`src/rtl/store_merge_buffer.sv`:
```
// Single-line write-merge buffer between the LC-3b store port and the L1 data array.
// Stores merge into a held 128-bit line image; the line drains on a line change or flush.
module store_merge_buffer (
  input  logic         clk,
  input  logic         reset,
  input  logic         st_valid,
  input  logic [15:0]  st_addr,
  input  logic [15:0]  st_wdata,
  input  logic [1:0]   st_be,
  output logic         st_ready,
  input  logic         flush,
  output logic         empty,
  output logic         wb_req,
  output logic [15:0]  wb_addr,
  output logic [127:0] wb_line,
  output logic [15:0]  wb_mask,
  input  logic         wb_ack,
  input  logic [15:0]  ld_addr,
  output logic [15:0]  ld_data,
  output logic [1:0]   ld_bytes,
  output logic [1:0]   dbg_state
);

  // Store handshake: a store transfers on a rising edge where st_valid && st_ready.
  // st_ready does not depend on st_valid; a store refused on a line change must be held
  // by the producer until the drain completes. Write-back transfers on wb_req && wb_ack.

  typedef enum logic [1:0] {
    S_EMPTY = 2'd0,
    S_HOLD  = 2'd1,
    S_DRAIN = 2'd2
  } state_t;

  state_t         state_q;
  logic [11:0]    tag_q;
  logic [127:0]   line_q;
  logic [15:0]    mask_q;

  logic [127:0]   line_d;
  logic [15:0]    mask_d;

  logic [2:0]     st_off;
  logic [11:0]    st_line;
  logic           st_hit;
  logic           st_live;
  logic [6:0]     st_bit;
  logic [3:0]     st_byte;

  logic [2:0]     ld_off;
  logic           ld_hit;

  logic           unused_addr_lsb;

  assign unused_addr_lsb = ^{st_addr[0], ld_addr[0]};

  assign st_off  = st_addr[3:1];
  assign st_line = st_addr[15:4];
  assign st_hit  = (st_line == tag_q);
  assign st_live = st_valid && (st_be != 2'b00);
  assign st_bit  = {st_off, 4'b0000};
  assign st_byte = {st_off, 1'b0};

  // Merge image: an EMPTY buffer starts from a zeroed line so unmasked bytes stay 0.
  always_comb begin
    line_d = (state_q == S_EMPTY) ? '0 : line_q;
    mask_d = (state_q == S_EMPTY) ? '0 : mask_q;
    if (st_be[0]) begin
      line_d[st_bit +: 8] = st_wdata[7:0];
      mask_d[st_byte]     = 1'b1;
    end
    if (st_be[1]) begin
      line_d[(st_bit + 7'd8) +: 8] = st_wdata[15:8];
      mask_d[st_byte + 4'd1]       = 1'b1;
    end
  end

  always_comb begin
    st_ready = 1'b0;
    if (!reset) begin
      case (state_q)
        S_EMPTY: st_ready = 1'b1;
        S_HOLD:  st_ready = (st_be == 2'b00) || (!flush && st_hit);
        default: st_ready = 1'b0;
      endcase
    end
  end

  always_ff @(posedge clk) begin
    if (reset) begin
      state_q <= S_EMPTY;
      tag_q   <= '0;
      line_q  <= '0;
      mask_q  <= '0;
    end else begin
      case (state_q)
        S_EMPTY: begin
          if (st_live) begin
            tag_q   <= st_line;
            line_q  <= line_d;
            mask_q  <= mask_d;
            state_q <= S_HOLD;
          end
        end
        S_HOLD: begin
          // flush wins over a same-line store arriving in the same cycle
          if (flush) begin
            state_q <= S_DRAIN;
          end else if (st_live) begin
            if (st_hit) begin
              line_q <= line_d;
              mask_q <= mask_d;
            end else begin
              state_q <= S_DRAIN;
            end
          end
        end
        S_DRAIN: begin
          if (wb_ack) begin
            line_q  <= '0;
            mask_q  <= '0;
            state_q <= S_EMPTY;
          end
        end
        default: state_q <= S_EMPTY;
      endcase
    end
  end

  assign empty     = (state_q == S_EMPTY);
  assign wb_req    = (state_q == S_DRAIN);
  assign wb_addr   = {tag_q, 4'b0000};
  assign wb_line   = line_q;
  assign wb_mask   = mask_q;
  assign dbg_state = state_q;

  assign ld_off   = ld_addr[3:1];
  assign ld_hit   = (state_q != S_EMPTY) && (ld_addr[15:4] == tag_q);
  assign ld_data  = line_q[{ld_off, 4'b0000} +: 16];
  assign ld_bytes = ld_hit ? mask_q[{ld_off, 1'b0} +: 2] : 2'b00;

endmodule

```
`config.mk`:
```
export PLATFORM = sky130hd
export DESIGN_NAME = store_merge_buffer
export DESIGN_NICKNAME = d
export VERILOG_FILES = /design/src/rtl/store_merge_buffer.sv
export SDC_FILE = /design/constraint.sdc
export NUM_CORES = 1
export LEC_CHECK = 0
export CORE_UTILIZATION = 47
export CTS_CLUSTER_DIAMETER = 80
export DETAILED_ROUTE_END_ITERATION = 10
export PLACE_DENSITY = 0.89
export RECOVER_POWER = 50
export SYNTH_ARGS = -nofsm -noshare
export SYNTH_HDL_FRONTEND = slang
export SYNTH_SLANG_ARGS = --single-unit
```
`constraint.sdc`:
```
create_clock -name clk -period 8.2 [get_ports clk]
set_input_delay 2.05 -clock clk [delete_from_list [all_inputs] [get_ports clk]]
set_output_delay 2.05 -clock clk [all_outputs]
set_load 0.01 [all_outputs]
```
==> results_dict.tcl, run 1 <==
set metrics [dict create \
    status "completed" \
    layout.nets 1063 \
    yosys.cell_count.top_type "dfxtp_1" \
    grt_max_degree 68 \
    clock-sinks 158 \
    critPathBufInv 2 \
    yosys_warnings 0 \
    grt_pass1_wl_mm 43.5 \
    antenna_left 0 \
    min_path_type "reg2reg" \
    cts_made_buffers 17 \
    io_buffers 231 \
    grt_antenna_before_repair 0 \
    vias 8212 \
    area_growth_pct 35.3 \
    critPathLaunchType "input port" \
    synth_top_area_share_pct 38.8 \
    drv_cap 0 \
    synth-seq-cells 158 \
    drt_first_pass_iters 5 \
    cts-resized-gates 0 \
    fin_util_pct 65.8 \
    routedWlPerCell_um 22.7 \
    post_route_cells_drive_above_1_share_pct 11.4 \
    critical_path_required_ns 6.15 \
    dpl.hpwl_mm 18.8 \
    fin_hold_ws_ns 0.484 \
    synth-edff-count 0 \
    root_buffer "clkbuf_16" \
    totalWireLength_mm 28.0 \
    slew_violations 0 \
    peakVddDrop_mv 0.167 \
    drt_iter0_drc 1063 \
    ioPinCount 238 \
    crit_family "simple AND/OR/NAND/NOR gates" \
    p_total_w 0.00180 \
    tritoncts "built" \
    crit_type "in2out" \
    cts.clk_slew.worst_paths_ns 0.07 \
    relSlewSlack_pct 15.4 \
    tns_ns 0 \
    vias_per_cell 6.65 \
    ys_seq_area_share_pct 38.8 \
    fmaxAchievable_mhz 156 \
    min_period_ns 6.42 \
    synth_ff_type "dfxtp_1" \
    endpoint_kind "output pin" \
    gr-usage-all-layers_pct 31.3 \
    start_util_pct 48.6 \
    hold_start "wb_mask[11]$_SDFFE_PP0P_" \
    crit_path_cell_trace "clkdlybuf4s50_1 > xor2_1 > nor4_1 > nand4_1 > or4_1 > nor2_1 > clkdlybuf4s50_1" \
    rows 47 \
    synth_area_um2 8150 \
    power_leakage_nw 4.38 \
    yosysUniqueCellTypes 57 \
    cpMostUsedCell "clkdlybuf4s50_1" \
    avgSynthCellArea_um2 9.82 \
    worst_pin_slew_ns 1.27 \
    fin_skew_ns 0.00856 \
    num_antenna_cells 0 \
    coreArea_um2 16800 \
    synth_area_leaders "dfxtp_1, mux4_2, a32o_1" \
    grt_pass1_vias 7798 \
    arrival_ns 4.37 \
    fp.dieW_um 134 \
    critPathMaxFanout 2 \
    clock_path_buffers 2 \
    yosysTopAreaCell "dfxtp_1" \
    clock_latency_ns 0.43 \
    grt-ovfl-total 0 \
    die-area_um2 17900 \
    cts_hold_buf 0 \
    reg2reg_from "dbg_state[1]$_SDFFE_PP0P_" \
    critPathSlowestCell "or4_1" \
    finish.instance_area_um2 11000 \
    place_area_um2 10500 \
    drc_errors 0 \
    max_stage_delay_ns 0.60 \
    yosys-top-cells-count "dfxtp_1, a21oi_1, nand2_1" \
    htreeDepth 4 \
    post-cts-setup-buffer-count 0 \
    syn_inst 830 \
    power_density_nw_per_um2 163 \
    period_share_pct 78.3 \
    rsz0062_at_grt "no" \
    async_flop_share_pct 0 \
    place_congestion 0.881 \
    cp-startpoint "ld_addr[13]" \
    finalSetupViolCount 0 \
    hold_viol_final 0 \
    dieHeight_um 134 \
]
==> tightest hold or removal path, cell delays in order (launching register included) <==
cell,delay (ns)
dfxtp_1,0.32
nand2_1,0.05
o21ai_0,0.06
==> metal layers <==
| layer | up-vias | track usage [%] | wire, um |
|---|---|---|---|
| met5 | - | 0 | 0 |
| met4 | 0 | 13.4 | 954 |
| met3 | 71 | 7.65 | 2940 |
| met2 | 584 | 51.5 | 13400 |
| met1 | 3968 | 38.9 | 10700 |
| li1 | 3589 | - | - |
==> cells by family after synthesis <==
logic type | after synthesis | synth area share (%)
fa+ha+maj | 7 | 1.07
simple gates | 226 | 15.2
buf+inv | 107 | 5.33
xor+xnor | 24 | 2.58
compound gates | 253 | 24.5
flops | 158 | 38.8
mux | 54 | 12.4
other cells | 1 | 0.0460
==> per-stage QoR <==
stage | worst slack, ns | instances
after floorplan | 2.29 | 833
after global placement | 1.83 | 1202
after detailed placement | 1.79 | 1202
after CTS | 1.79 | 1234
after global routing | 1.64 | 1234
final | 1.78 | 1234
==> cells in the final DEF (no fill, tap or decap), types with 10 or more instances in the layout <==
cell             synthesis  routed
dfxtp_1                158     158
dlygate4sd3_1            0     157
clkdlybuf4s50_1          0      72
nand2_1                 64      64
a21oi_1                 64      63
nand4_1                 58      58
o31ai_1                 48      48
a32o_1                  47      47
and3_1                  43      43
mux4_2                  36      36
a22o_1                  20      20
xnor2_1                 19      19
clkbuf_16                0      17
mux2_2                  16      16
o21ai_0                 14      14
inv_1                   12      12
o211ai_1                12      12
nor2_1                  12      11
a21o_1                  10      10
nor3b_1                 10      10
buf_4                    4      10
==> registers in the layout, indices dropped and copies added (netlist names) <==
name,count
wb_line,128
wb_mask,16
tag_q,12
dbg_state,2
==> worst paths after layout <==
path                                            endpoint  slack (ns)  cells past startpoint
worst max-delay path                         ld_bytes[0]        1.78                      7
worst min-delay path            wb_mask[11]$_SDFFE_PP0P_        0.48                      2
worst max register to register  wb_line[10]$_SDFFE_PP0P_        5.10                      4
worst min register to register  wb_mask[11]$_SDFFE_PP0P_        0.48                      2
==> layout make-up <==
type	instances	area [um^2]
fill	1286	5730
multi-input combinational	568	4580
sequential	158	3160
timing repair buffer	241	2380
clock buffer	18	439
tap	220	275
clock inverter	14	134
inverter	15	56.3
==> where the power goes <==
part	internal, W	leakage, nW	total [W]	switching [W]
Clock	0.000430	0.260	0.000769	0.000339
Combinational	0.0000818	2.84	0.000242	0.000160
Sequential	0.000777	1.27	0.000789	0.0000122
Note: power is estimated with default switching activity, not from simulation.
==> run 2: changes to the inputs <==
--- a/config.mk
+++ b/config.mk
@@ -5,10 +5,10 @@
 export SDC_FILE = /design/constraint.sdc
 export NUM_CORES = 1
 export LEC_CHECK = 0
-export CORE_UTILIZATION = 47
+export CORE_UTILIZATION = 43
 export CTS_CLUSTER_DIAMETER = 80
 export DETAILED_ROUTE_END_ITERATION = 10
-export PLACE_DENSITY = 0.89
+export PLACE_DENSITY = 0.87
 export RECOVER_POWER = 50
 export SYNTH_ARGS = -nofsm -noshare
 export SYNTH_HDL_FRONTEND = slang
==> constraint.sdc (replaced) <==
create_clock -name clk -period 5.8 [get_ports clk]
set_input_delay 1.45 -clock clk [delete_from_list [all_inputs] [get_ports clk]]
set_output_delay 1.45 -clock clk [all_outputs]
set_load 0.01 [all_outputs]
==> results_dict.tcl, run 2 (synthesis gave the netlist of run 1 again) <==
set metrics [dict create \
    grt_pass1_vias 7762 \
    place_congestion 0.872 \
    layout.nets 1069 \
    drt_iter0_drc 905 \
    grt_pass1_wl_mm 44.6 \
    p_comb_share_pct 14.1 \
    endpoint_kind "output pin" \
    tns_ns 0 \
    layout.cells.most_common "dlygate4sd3_1" \
    die-area_um2 19500 \
    drc_errors 0 \
    finalWorstSetupSlack_ns 0.595 \
    rrSetupSlack_ns 1.48 \
    io_buffers 231 \
    post-place-ws_ns 0.583 \
    ioPinCount 238 \
    root_buffer "clkbuf_16" \
    post_route_cells_drive_above_1_share_pct 11.0 \
    power_density_nw_per_um2 222 \
    dpl.hpwl_mm 20.2 \
    dieHeight_um 140 \
    period_share_pct 89.7 \
    htreeDepth 4 \
    critPathLaunchType "input port" \
    cts_hold_buf 0 \
    clkPwrFrac_pct 40.2 \
    clock-sinks 158 \
    fmaxAchievable_mhz 192 \
    start_util_pct 44.6 \
    routedWlPerCell_um 23.2 \
    rows 49 \
    crit_type "in2out" \
    multi_input_area_um2 4580 \
    cts-resized-gates 0 \
    cts.clk_slew.worst_paths_ns 0.06 \
    largest_register_ffs 128 \
    intPower_w 0.00177 \
    hold_viol_final 0 \
    critical_path_required_ns 4.35 \
    clock_path_buffers 2 \
    switchingPower_w 0.000675 \
    num_antenna_cells 0 \
    drt_first_pass_iters 5 \
    layout_common_cells "dlygate4sd3_1, dfxtp_1, clkdlybuf4s50_1, nand2_1, a21oi_1" \
    post-cts-setup-buffer-count 0 \
    coreArea_um2 18300 \
    slew_violations 61 \
    drv_cap 1 \
    rsz0062_at_grt "no" \
    final-seq-area_um2 3160 \
    fin_skew_ns 0.0105 \
    totalWireLength_mm 28.9 \
    power.share.switching_pct 27.7 \
    tritoncts "built" \
    peakVddDrop_mv 0.202 \
    violations "capacitance limit, slew limit" \
    gr-usage-all-layers_pct 29.5 \
    min_path_type "reg2reg" \
    antenna_left 0 \
    fp.dieW_um 140 \
    clock_latency_ns 0.42 \
    grt_max_degree 68 \
    power_leakage_nw 4.39 \
    seqPwrFrac_pct 45.8 \
    grt-ovfl-total 0 \
    area_growth_pct 35.1 \
    finalSetupViolCount 0 \
    critPathMaxFanout 2 \
    vias_per_cell 6.57 \
    status "complete, but fails checks" \
    num-fill-cells 1468 \
    grt_antenna_before_repair 1 \
    cts_made_buffers 17 \
    vias 8181 \
    min_period_ns 5.20 \
    fin_util_pct 60.3 \
    relSlewSlack_pct -56.0 \
    worst_pin_slew_ns 2.34 \
    arrival_ns 3.75 \
]
==> run 2: cell types whose count changed in the layout (fill, tap and decap cells not counted), moves of 2 or more <==
cell             before  now
inv_6                 3    0
buf_4                10   13
dlygate4sd3_1       157  159
clkinv_2              1    4
clkinvlp_4            7    2
clkdlybuf4s50_1      72   70
clkbuf_1              0    6
==> run 2: layout make-up <==
cell class	count	share of cell area (%)
Multi-Input combinational cell	568	41.6
Timing Repair Buffer	247	22.0
Clock buffer	22	4.12
Clock inverter	7	0.398
Tap cell	229	2.60
Sequential cell	158	28.7
Inverter	15	0.511
==> run 2: power by group through the flow <==
stage	logic, W	registers [W]	clock network [W]
final	0.000344	0.00112	0.000980
after global routing	0.000364	0.00112	0.00104
after CTS	0.000342	0.00112	0.000985
after detailed placement	0.000340	0.00114	0
after global placement	0.000336	0.00114	0
after floorplan	0.000201	0.00114	0
==> run 2: stage by stage <==
stage               power (W)  cell area (um^2)  instances  hold WS [ns]
CTS                   0.00244             11000       1246         0.483
global route          0.00252             11000       1246         0.508
global placement      0.00148             10500       1217         0.463
floorplan             0.00134              8160        833         0.492
finish                0.00244             11000       1246         0.478
detailed placement    0.00148             10500       1217         0.469
==> run 2: critical path: stages <==
cell and delay [ns]:
clkdlybuf4s50_1 0.42, xor2_1 0.14, nor4_1 0.33, nand4_1 0.15, or4_1 0.57, nor2_1 0.14
clkdlybuf4s50_1 0.56
==> run 2: routing by layer <==
metal / share of wire, % / global-route usage, % / wire length, um / vias up
li1: - / - / - / 3594
met5: 0.035 / 0 / 10 / -
met3: 11 / 6.78 / 3310 / 73
met1: 38 / 37.6 / 10900 / 3895
met4: 3.6 / 12.8 / 1040 / 2
met2: 47 / 47.9 / 13600 / 617
==> run 2: final timing paths <==
path                                                 from                  endpoint  depth (start not counted)
worst max-delay path                          ld_addr[13]               ld_bytes[1]                          7
worst min-delay path              wb_mask[6]$_SDFFE_PP0P_   wb_mask[6]$_SDFFE_PP0P_                          2
worst max register to register  dbg_state[0]$_SDFFE_PP0P_  wb_line[10]$_SDFFE_PP0P_                          6
worst min register to register    wb_mask[6]$_SDFFE_PP0P_   wb_mask[6]$_SDFFE_PP0P_                          2
